**src/rtl/riscv_mem_pkg.sv**
```systemverilog
// rtl/riscv_mem_pkg.sv - Shared types and default widths for the fetch/data memory arbiter
package riscv_mem_pkg;

  localparam int ADDR_W_DEF = 32;
  localparam int DATA_W_DEF = 32;

  // Arbiter sequencing: one access in flight, read responses return through WAIT/RESP
  typedef enum logic [1:0] {
    IDLE  = 2'd0,
    ISSUE = 2'd1,
    WAIT  = 2'd2,
    RESP  = 2'd3
  } state_t;

  // Which requester owns the access currently in flight
  typedef enum logic {
    OWN_IF = 1'b0,
    OWN_D  = 1'b1
  } owner_t;

endpackage

```
**src/rtl/mem_arb_prio.sv**
```systemverilog
// rtl/mem_arb_prio.sv - Data-priority winner select with fetch anti-starvation counter
module mem_arb_prio
  import riscv_mem_pkg::*;
#(
  parameter int MAX_WAIT = 4
) (
  input  logic   clk,
  input  logic   rst,
  input  logic   if_req,
  input  logic   d_req,
  input  logic   arbitrate,
  output owner_t winner
);

  localparam int SW = $clog2(MAX_WAIT + 1);
  localparam logic [SW-1:0] SAT = SW'(MAX_WAIT);

  logic [SW-1:0] starve_cnt;

  // Data wins by default; fetch wins when it is alone or has lost MAX_WAIT times in a row
  always_comb begin
    winner = OWN_D;
    if (if_req && (!d_req || starve_cnt == SAT)) begin
      winner = OWN_IF;
    end
  end

  // Count consecutive fetch losses; any idle cycle without a fetch request forgets the history
  always_ff @(posedge clk) begin
    if (rst) begin
      starve_cnt <= '0;
    end else if (arbitrate) begin
      if (!if_req || winner == OWN_IF) begin
        starve_cnt <= '0;
      end else if (starve_cnt != SAT) begin
        starve_cnt <= starve_cnt + SW'(1);
      end
    end
  end

endmodule

```
**src/rtl/mem_arbiter.sv**
```systemverilog
// rtl/mem_arbiter.sv - Fetch/data arbiter onto one single-port synchronous memory
module mem_arbiter
  import riscv_mem_pkg::*;
#(
  parameter int ADDR_W   = ADDR_W_DEF,
  parameter int DATA_W   = DATA_W_DEF,
  parameter int MEM_LAT  = 1,
  parameter int MAX_WAIT = 4
) (
  input  logic              CLOCK,
  input  logic              RESET,
  input  logic              IF_REQ,
  input  logic [ADDR_W-1:0] IF_ADDR,
  output logic              IF_GNT,
  output logic              IF_RVALID,
  output logic [DATA_W-1:0] IF_RDATA,
  input  logic              D_REQ,
  input  logic              D_WE,
  input  logic [ADDR_W-1:0] D_ADDR,
  input  logic [DATA_W-1:0] D_WDATA,
  output logic              D_GNT,
  output logic              D_RVALID,
  output logic [DATA_W-1:0] D_RDATA,
  output logic              MEM_CS,
  output logic              MEM_WE,
  output logic [ADDR_W-1:0] MEM_ADDR,
  output logic [DATA_W-1:0] MEM_WDATA,
  input  logic [DATA_W-1:0] MEM_RDATA,
  output logic              BUSY
);

  localparam int LW = $clog2(MEM_LAT + 1);
  localparam logic [LW-1:0] LAT_LOAD = LW'(MEM_LAT - 1);

  state_t            state, state_d;
  owner_t            owner, owner_d, win;
  logic [LW-1:0]     lat_cnt, lat_d;
  logic              arbitrate;
  logic              cs_d, we_d, if_gnt_d, d_gnt_d, if_rv_d, d_rv_d, busy_d;
  logic [ADDR_W-1:0] addr_d;
  logic [DATA_W-1:0] wdata_d, if_rdata_d, d_rdata_d;

  assign arbitrate = (state == IDLE);

  mem_arb_prio #(
    .MAX_WAIT(MAX_WAIT)
  ) u_prio (
    .clk      (CLOCK),
    .rst      (RESET),
    .if_req   (IF_REQ),
    .d_req    (D_REQ),
    .arbitrate(arbitrate),
    .winner   (win)
  );

  // Next state plus next value of every output register, so no input reaches an output combinationally
  always_comb begin
    state_d    = state;
    owner_d    = owner;
    lat_d      = lat_cnt;
    addr_d     = MEM_ADDR;
    we_d       = MEM_WE;
    wdata_d    = MEM_WDATA;
    if_rdata_d = IF_RDATA;
    d_rdata_d  = D_RDATA;
    cs_d       = 1'b0;
    if_gnt_d   = 1'b0;
    d_gnt_d    = 1'b0;
    if_rv_d    = 1'b0;
    d_rv_d     = 1'b0;
    case (state)
      IDLE: begin
        if (IF_REQ || D_REQ) begin
          owner_d = win;
          cs_d    = 1'b1;
          state_d = ISSUE;
          if (win == OWN_IF) begin
            addr_d   = IF_ADDR;
            we_d     = 1'b0;
            wdata_d  = '0;
            if_gnt_d = 1'b1;
          end else begin
            addr_d  = D_ADDR;
            we_d    = D_WE;
            wdata_d = D_WDATA;
            d_gnt_d = 1'b1;
          end
        end
      end
      ISSUE: begin
        if (MEM_WE) begin
          state_d = IDLE;
        end else begin
          lat_d   = LAT_LOAD;
          state_d = WAIT;
        end
      end
      WAIT: begin
        if (lat_cnt == '0) begin
          state_d = RESP;
          if (owner == OWN_IF) begin
            if_rdata_d = MEM_RDATA;
            if_rv_d    = 1'b1;
          end else begin
            d_rdata_d = MEM_RDATA;
            d_rv_d    = 1'b1;
          end
        end else begin
          lat_d = lat_cnt - LW'(1);
        end
      end
      RESP: begin
        state_d = IDLE;
      end
      default: begin
        state_d = IDLE;
      end
    endcase
    busy_d = (state_d != IDLE);
  end

  // State and output registers; reset abandons any in-flight read so its RVALID never appears
  always_ff @(posedge CLOCK) begin
    if (RESET) begin
      state     <= IDLE;
      owner     <= OWN_IF;
      lat_cnt   <= '0;
      MEM_CS    <= 1'b0;
      MEM_WE    <= 1'b0;
      MEM_ADDR  <= '0;
      MEM_WDATA <= '0;
      IF_GNT    <= 1'b0;
      D_GNT     <= 1'b0;
      IF_RVALID <= 1'b0;
      D_RVALID  <= 1'b0;
      IF_RDATA  <= '0;
      D_RDATA   <= '0;
      BUSY      <= 1'b0;
    end else begin
      state     <= state_d;
      owner     <= owner_d;
      lat_cnt   <= lat_d;
      MEM_CS    <= cs_d;
      MEM_WE    <= we_d;
      MEM_ADDR  <= addr_d;
      MEM_WDATA <= wdata_d;
      IF_GNT    <= if_gnt_d;
      D_GNT     <= d_gnt_d;
      IF_RVALID <= if_rv_d;
      D_RVALID  <= d_rv_d;
      IF_RDATA  <= if_rdata_d;
      D_RDATA   <= d_rdata_d;
      BUSY      <= busy_d;
    end
  end

endmodule

```
**config.mk**
```make
export PLATFORM = sky130hd
export DESIGN_NAME = mem_arbiter
export DESIGN_NICKNAME = d
export VERILOG_FILES = /design/src/rtl/riscv_mem_pkg.sv /design/src/rtl/mem_arb_prio.sv /design/src/rtl/mem_arbiter.sv
export SDC_FILE = /design/constraint.sdc
export NUM_CORES = 1
export LEC_CHECK = 0
export ABC_AREA = 1
export BUFFER_PORTS_ARGS = -buffer_cell sky130_fd_sc_hd__clkbuf_2
export CORE_ASPECT_RATIO = 1.4
export CORE_MARGIN = 4
export CORE_UTILIZATION = 40
export CTS_CLUSTER_SIZE = 40
export DETAILED_ROUTE_END_ITERATION = 6
export HOLD_SLACK_MARGIN = 0.02
export PLACE_DENSITY = 0.8
export SYNTH_ARGS = -nofsm -noshare
export SYNTH_HDL_FRONTEND = slang
export SYNTH_SLANG_ARGS = --single-unit
```
**constraint.sdc**
```tcl
create_clock -name CLOCK -period 1.9 [get_ports CLOCK]
set_input_delay 0.19 -clock CLOCK [delete_from_list [all_inputs] [get_ports CLOCK]]
set_output_delay 0.19 -clock CLOCK [all_outputs]
set_load 0.01 [all_outputs]
```
==> impl_metrics.csv, run 1 <==
group,metric,value,unit
outcome,outcome,"finished clean",
pwr,power_frac_seq,0.413,
timing,period_share,0.8058,
clock_network,clock_path_buffers,2,
yosys,synth_nets,904,
timing,rsz0062_at_grt,"false",
clock_network,clk_latency,0.40,ns
worst_setup_path,slowest_stage,"buf_4",
worst_setup_path,r2r_slack,0.37,ns
worst_setup_path,start_kind,"flop",
clock_network,clock-root-buffer,"clkbuf_16",
timing,finalSetupViolations,0,
global_route,grt_max_degree,75,
floorplanning,initial_core_util,0.4073,
placed_design,place_ws,0.3530,ns
global_route,grt_pass1_wl,27520,µm
drt,wl_per_cell,14.23,µm
global_route,grt_pass1_vias,5798,
final_layout,design_area,7978,µm²
timing,final.setup.worst_slack,0.3689,ns
yosys,ys_warn_count,0,
worst_setup_path,crit_arrival,1.82,ns
drt,drt-vias-per-instance,4.967,
worst_setup_path,cp_max_fo,39,
final_layout,drive_above_1_share,0.3067,
worst_setup_path,cpPeakStageDelay,0.34,ns
final_layout,area_delta_synth_final,40.81,%
timing,period_needed,1.531,ns
yosys,synth_cell_types,22,
yosys,yosysSeqAreaShare,0.4982,
worst_hold_path,min_from,"D_WDATA[4]",
clock_network,numCtsBuffers,17,
floorplanning,dieArea,16160,µm²
placed_design,place_area,7083,µm²
floorplanning,die_h,148.8,µm
worst_setup_path,crit_type,"reg2reg",
run,cap_violations,0,
final_layout,multi_input_area,2386,µm²
worst_setup_path,cp_cell_sequence,"inv_1, ha_1, nand2_1, nand2_2, buf_4, a21oi_1, nor2_1, nor2_1",
worst_hold_path,hp-class,"in2reg",
clock_network,cts-resized-gates,0,
final_layout,nets,1173,
pwr,pwr_density_cell,1021,nW/µm²
timing,finalClockSkew,0.006847,ns
drt,routed_wl,17570,µm
worst_setup_path,cpMostUsedCell,"nor2_1",
global_route,grt_use_total,0.2118,
timing,clock.fmax,0.6531,GHz
clock_network,clock-sinks,141,
worst_hold_path,holdPathStages,3,
pwr,ir_drop,557.2,µV
yosys,yosysTopAreaCell,"dfxtp_1",
clock_network,cts.clk_slew.worst_paths,0.06,ns
yosys,synthTopCellsByArea,"dfxtp_1, nand3_1, nand2_1",
drt,antenna_left,0,
pwr,power.switching,2315,µW
drt,firstDrtPassIters,5,
worst_setup_path,reg2reg_from,"u_prio.starve_cnt[0]",
placed_design,hpwl,11930,µm
timing,slew-limit-headroom,0.4846,
floorplanning,io_pins,268,
clock_network,cts_setup_buffers,0,
yosys,synth_area_per_cell,7.367,µm²
global_route,overflow,0,
floorplanning,core_area,13910,µm²
clock_network,htree_levels,4,
worst_hold_path,hold_end,"MEM_WDATA[4]",
drt,routed-via-count,6134,
pwr,switching_share,0.2843,
pwr,power_frac_clock,0.402,
global_route,antenna_found_initial,0,
clock_network,cts_tree,"done",
drt,drc,0,
final_layout,fillers,1351,
drt,drt_iter0_drc,378,
placed_design,place_congestion,0.8148,
worst_setup_path,crit_required,2.18,ns
yosys,synth_top_area_frac,0.4982,
timing,setup_tns,0,ns
pwr,intPower,5828,µW
worst_setup_path,cp-end-kind,"flop",
floorplanning,die_x,108.6,µm
worst_setup_path,reg2regPathDepth,8,
worst_setup_path,r2r_end,"MEM_ADDR[8]",
yosys,synthCells,769,
yosys,netlist_area,5665,µm²
timing,tightestPinTransition,0.7731,ns
timing,slew_viol_final,0,
floorplanning,rows,51,
yosys,synth_seq_cells,141,
timing,timing.final.hold_violations,0,
pwr,pwr-share-comb,0.185,
placed_design,port_buffers,267,
final_layout,n_antenna_cell,0,
pwr,p_leak,0.003858,µW
final_layout,seqCellArea,2823,µm²
cells in the final DEF, fill, tap and decap left out, drive strengths merged:
cell type	netlist	layout
bufinv	0	2
clkinvlp	0	3
dlygate4sd3	0	31
nor3	1	1
nor2	74	74
clkinv	0	4
o21ai	32	32
inv	41	41
a31oi	1	1
nand2	146	146
buf	38	17
nand3b	1	1
ha	2	2
nand3	161	161
clkbuf	27	289
a21boi	1	1
nand4	2	2
dfxtp	141	141
a21oi	101	101
cell families after synthesis:
| logic type | after synthesis | share of synthesized area |
|---|---|---|
| flops | 141 | 0.4982 |
| compound gates | 135 | 0.1199 |
| fa+ha+maj | 2 | 0.004416 |
| buf+inv | 106 | 0.08193 |
| simple gates | 385 | 0.2955 |
timing repair:
item / 4_1_cts / 5_1_grt
hold buffers: 31 / 0
endpoints found under the setup margin: 0 / 0
hold endpoints to repair: 31 / 0
critical path, delay by kind of cell, from the launching register on:
| family | cells | cell delay [ns] |
|---|---|---|
| simple gates | 4 | 0.38 |
| fa+ha+maj | 1 | 0.14 |
| flops | 1 | 0.32 |
| compound gates | 1 | 0.14 |
| buf+inv | 2 | 0.42 |
routing by layer:
layer,vias to the layer above,part of all wire,global-route usage
met5,-,0,0
met4,0,0.040,0.1124
met3,51,0.081,0.05803
met2,258,0.50,0.3567
met1,2751,0.38,0.2417
li1,3074,-,-
registers in the layout, indices dropped and copies added, names as in the netlist:
register	cells
MEM_ADDR	32
MEM_WE	1
MEM_WDATA	32
BUSY	1
D_RDATA	32
MEM_CS	1
u_prio.starve_cnt	3
IF_GNT	1
D_RVALID	1
IF_RVALID	1
IF_RDATA	32
owner	1
D_GNT	1
state	2
worst max-delay path by stage:
stage                              start                    to  slack (ns)  depth (start not counted)
floorplan           u_prio.starve_cnt[0]          MEM_ADDR[10]        0.57                         10
global placement                  IF_REQ          MEM_WDATA[2]        0.40                          6
detailed placement                IF_REQ          MEM_WDATA[2]        0.35                          6
CTS                 u_prio.starve_cnt[0]  u_prio.starve_cnt[2]        0.40                          8
global route        u_prio.starve_cnt[0]           MEM_ADDR[8]        0.25                          8
finish              u_prio.starve_cnt[0]           MEM_ADDR[8]        0.37                          8
synth_stat cells:
cell type / n
nor2_4: 1
clkbuf_1: 27
inv_2: 3
nor2_1: 69
nor2_2: 4
o21ai_1: 4
buf_1: 4
nand2_1: 146
a21oi_1: 101
o21ai_0: 28
a21boi_0: 1
nand4_1: 2
a31oi_1: 1
buf_6: 1
nor3_1: 1
nand3b_1: 1
nand3_1: 161
inv_1: 38
buf_4: 7
buf_2: 26
dfxtp_1: 141
ha_1: 2
power by group through the flow:
stage	sequential (µW)	combinational, µW	clock [µW]
after global placement	3410	1440	0
after detailed placement	3420	1460	0
after global routing	3390	1680	3460
after floorplan	3520	763	0
after CTS	3360	1520	3340
final	3360	1510	3270
per-stage QoR:
stage | instances | hold slack [ns] | utilization | power [µW]
floorplan | 769 | 0.3213 | - | 4282
global placement | 1173 | 0.4085 | 0.5092 | 4851
detailed placement | 1173 | 0.4117 | 0.5092 | 4880
CTS | 1235 | 0.02769 | 0.5735 | 8216
global route | 1235 | 0.04858 | 0.5735 | 8534
finish | 1235 | 0.04432 | 0.5735 | 8143
final cells by class:
| type | count | area share |
|---|---|---|
| Multi-Input combinational cell | 522 | 0.2991 |
| Inverter | 41 | 0.01929 |
| Timing Repair Buffer | 315 | 0.2255 |
| Clock buffer | 22 | 0.05944 |
| Tap cell | 185 | 0.02902 |
| Clock inverter | 9 | 0.01380 |
| Sequential cell | 141 | 0.3538 |
No activity file was read; power rests on OpenSTA's default activity.
==> inputs of run 2 (changes only) <==
- ABC_AREA: 1 -> 0
- PLACE_DENSITY: 0.8 -> 0.82
- clock period: 1.9 -> 1.4 ns (I/O delays scaled with it)
==> run 2 against run 1 <==
- the run now ends with setup timing left
- fmax decreased by 11%
- combinational power increased by 120%
- final cell count shrank 3.5%
- critical path depth fell by 3
- via count increased by 9.5%
- largest power group unchanged
- highest routed layer unchanged
==> impl_metrics.csv, run 2 <==
group,metric,value,unit
drt,firstDrtPassIters,5,
floorplanning,initial_core_util,0.4101,
floorplanning,rows,53,
timing,setup_tns,-4.952,ns
global_route,grt_use_total,0.2413,
timing,period_share,1.226,
global_route,overflow,0,
drt,routed_wl,23430,µm
worst_setup_path,startpoint,"u_prio.starve_cnt[0]",
drt,drc,0,
yosys,synthArstFlopShare,0,
worst_setup_path,reg2reg_from,"u_prio.starve_cnt[0]",
global_route,antenna_found_initial,0,
yosys,synthTopCellsByArea,"dfxtp_1, a2111oi_4, a21oi_1",
placed_design,port_buffers,267,
pwr,pwr-share-comb,0.270,
final_layout,n_antenna_cell,0,
timing,timing.final.hold_violations,0,
yosys,synthTopCellsByCount,"dfxtp_1, a21oi_1, nand2_1",
global_route,grt_pass1_vias,6639,
final_layout,final_common_cell,"clkbuf_2",
yosys,synth_cell_types,34,
floorplanning,die_x,113.0,µm
pwr,p_leak,0.003967,µW
pwr,ir_drop,721.7,µV
pwr,power_frac_seq,0.365,
final_layout,final_core_util,0.6604,
yosys,ys_warn_count,0,
timing,finalClockSkew,0.01254,ns
clock_network,cts.clk_slew.worst_paths,0.06,ns
drt,wl_per_cell,19.66,µm
clock_network,clk_latency,0.41,ns
final_layout,nets,1123,
timing,period_needed,1.717,ns
drt,drt-vias-per-instance,5.633,
yosys,synth_top_area_frac,0.4572,
timing,slew-limit-headroom,0.6194,
yosys,synth_seq_cells,141,
drt,wl_met1,8769,µm
yosys,synthCells,649,
yosys,yosysSeqAreaShare,0.4572,
yosys,synth_edf_count,0,
timing,final.setup.worst_slack,-0.3167,ns
worst_setup_path,crit_arrival,1.98,ns
worst_setup_path,crit_required,1.66,ns
pwr,pwr_density_cell,1262,nW/µm²
pwr,intPower,8694,µW
worst_setup_path,crit_family,"compound AO/OA/AOI/OAI gates",
drt,drt_iter0_drc,630,
placed_design,place_ws,-0.1327,ns
outcome,violations,"setup timing",
yosys,netlist_area,6173,µm²
pwr,switching_share,0.3070,
worst_setup_path,start_kind,"flop",
pwr,power.switching,3851,µW
timing,finalSetupViolations,52,
worst_setup_path,crit_type,"reg2reg",
clock_network,clock-sinks,141,
timing,slew_viol_final,0,
worst_setup_path,cpPeakStageDelay,0.57,ns
timing,whs,0.05907,ns
yosys,yosysTopAreaCell,"dfxtp_1",
drt,wl_met2,12180,µm
clock_network,clock_path_buffers,2,
drt,highest_layer,"met4",
final_layout,mostFrequentLayoutCells,"clkbuf_2, dfxtp_1, a21oi_1",
yosys,synth_nets,784,
global_route,grt_pass1_wl,34620,µm
final_layout,drive_above_1_share,0.4300,
worst_setup_path,cp-end-kind,"flop",
worst_setup_path,r2r_slack,-0.32,ns
worst_hold_path,min_from,"RESET",
global_route,grt_max_degree,61,
timing,rsz0062_at_grt,"true",
worst_hold_path,hp-class,"in2reg",
timing,tightestPinTransition,0.5709,ns
clock_network,htree_levels,4,
yosys,synth_area_per_cell,9.512,µm²
clock_network,numCtsBuffers,17,
floorplanning,core_area,15050,µm²
worst_setup_path,cp_cell_sequence,"inv_2, ha_4, a21bo_4, a2111oi_1, nor4_1",
drt,routed-via-count,6715,
outcome,outcome,"finished, violations left",
final_layout,area_delta_synth_final,61.03,%
placed_design,hpwl,13130,µm
final_layout,design_area,9941,µm²
clock_network,cts_tree,"done",
floorplanning,die_h,155.0,µm
run,cap_violations,0,
drt,routed-wl-met3,1436,µm
placed_design,place_area,8103,µm²
worst_setup_path,cp_max_fo,7,
yosys,synth.most_common_cell,"dfxtp_1",
floorplanning,io_pins,268,
placed_design,place_congestion,0.8334,
drt,antenna_left,0,
worst_setup_path,crit_buf_inv,1,
floorplanning,dieArea,17510,µm²
timing,clock.fmax,0.5825,GHz
worst_setup_path,slowest_stage,"a2111oi_1",
pwr,power_frac_clock,0.365,
yosys,synth_ff_type,"dfxtp_1",
clock_network,clock-root-buffer,"clkbuf_16",
run 2: cell count changes in the layout (fill, tap and decap cells not counted), sizes merged, moves of 2 or more:
cell / change
or2: +3
a21bo: +2
nor4: +65
o2111ai: +33
nand2: -76
clkinv: -3
nor2: -37
nand3: -161
dlygate4sd3: +34
buf: +47
a2111oi: +32
mux2i: +32
a21oi: +2
inv: -32
run 2: kinds of logic (layout without fill, tap and decap cells):
| kind of cell | count (synthesis) | after routing | synth area share |
|---|---|---|---|
| buffers and inverters | 84 | 433 | 0.06952 |
| and+or+nand+nor | 183 | 184 | 0.1435 |
| DFF | 141 | 141 | 0.4572 |
| AOI/OAI and AO/OA | 207 | 208 | 0.2738 |
| muxes | 32 | 32 | 0.05189 |
| adders and majority gates | 2 | 2 | 0.004053 |
run 2: power by group through the flow:
stage                     clock network [µW]  logic (µW)  registers, µW
after floorplan                            0        1530           4750
after global placement                     0        2640           4620
after detailed placement                   0        2680           4630
after CTS                               4670        2970           4560
after global routing                    4860        3590           4610
final                                   4580        3390           4580
run 2: per-layer routing:
layer  GRT usage  vias up
met4      0.1060        0
met2      0.4294      366
met1      0.2798     3158
met5           0        -
met3     0.04475       74
li1            -     3117
run 2: repair_timing:
item | CTS | global route
buffers inserted | 5 | 11
pin swaps | 10 | 16
gates resized for setup | 16 | 28
hold endpoints to repair | 93 | 0
setup endpoints to repair | 78 | 103
cloned | 6 | 6
hold buffers | 65 | 0
run 2: area by class of cell:
type / instances / area (µm²)
Inverter: 3 / 11.26
Fill cell: 1116 / 5112
Sequential cell: 141 / 2833
Clock buffer: 18 / 439.2
Clock inverter: 13 / 153.9
Multi-Input combinational cell: 426 / 3243
Timing Repair Buffer: 399 / 3020
Tap cell: 192 / 240.2
run 2: per-stage QoR:
| step | cells | power [µW] |
|---|---|---|
| 4_1_cts | 1176 | 12200 |
| 5_1_grt | 1192 | 13060 |
| 2_1_floorplan | 649 | 6281 |
| 6_report | 1192 | 12550 |
| 3_3_place_gp | 1069 | 7267 |
| 3_5_place_dp | 1069 | 7315 |
run 2: final timing paths:
kind	cells past startpoint	end
min	2	D_RDATA[3]
max	5	MEM_ADDR[0]
max reg2reg	5	MEM_ADDR[0]
min reg2reg	2	D_RDATA[22]
run 2: worst register-to-register path: cells and delay by family (launching register included):
kind | cells | cell delay (ns)
adders and majority gates | 1 | 0.17
DFF | 1 | 0.35
buffers and inverters | 1 | 0.06
AOI/OAI and AO/OA | 2 | 0.85
and+or+nand+nor | 1 | 0.14
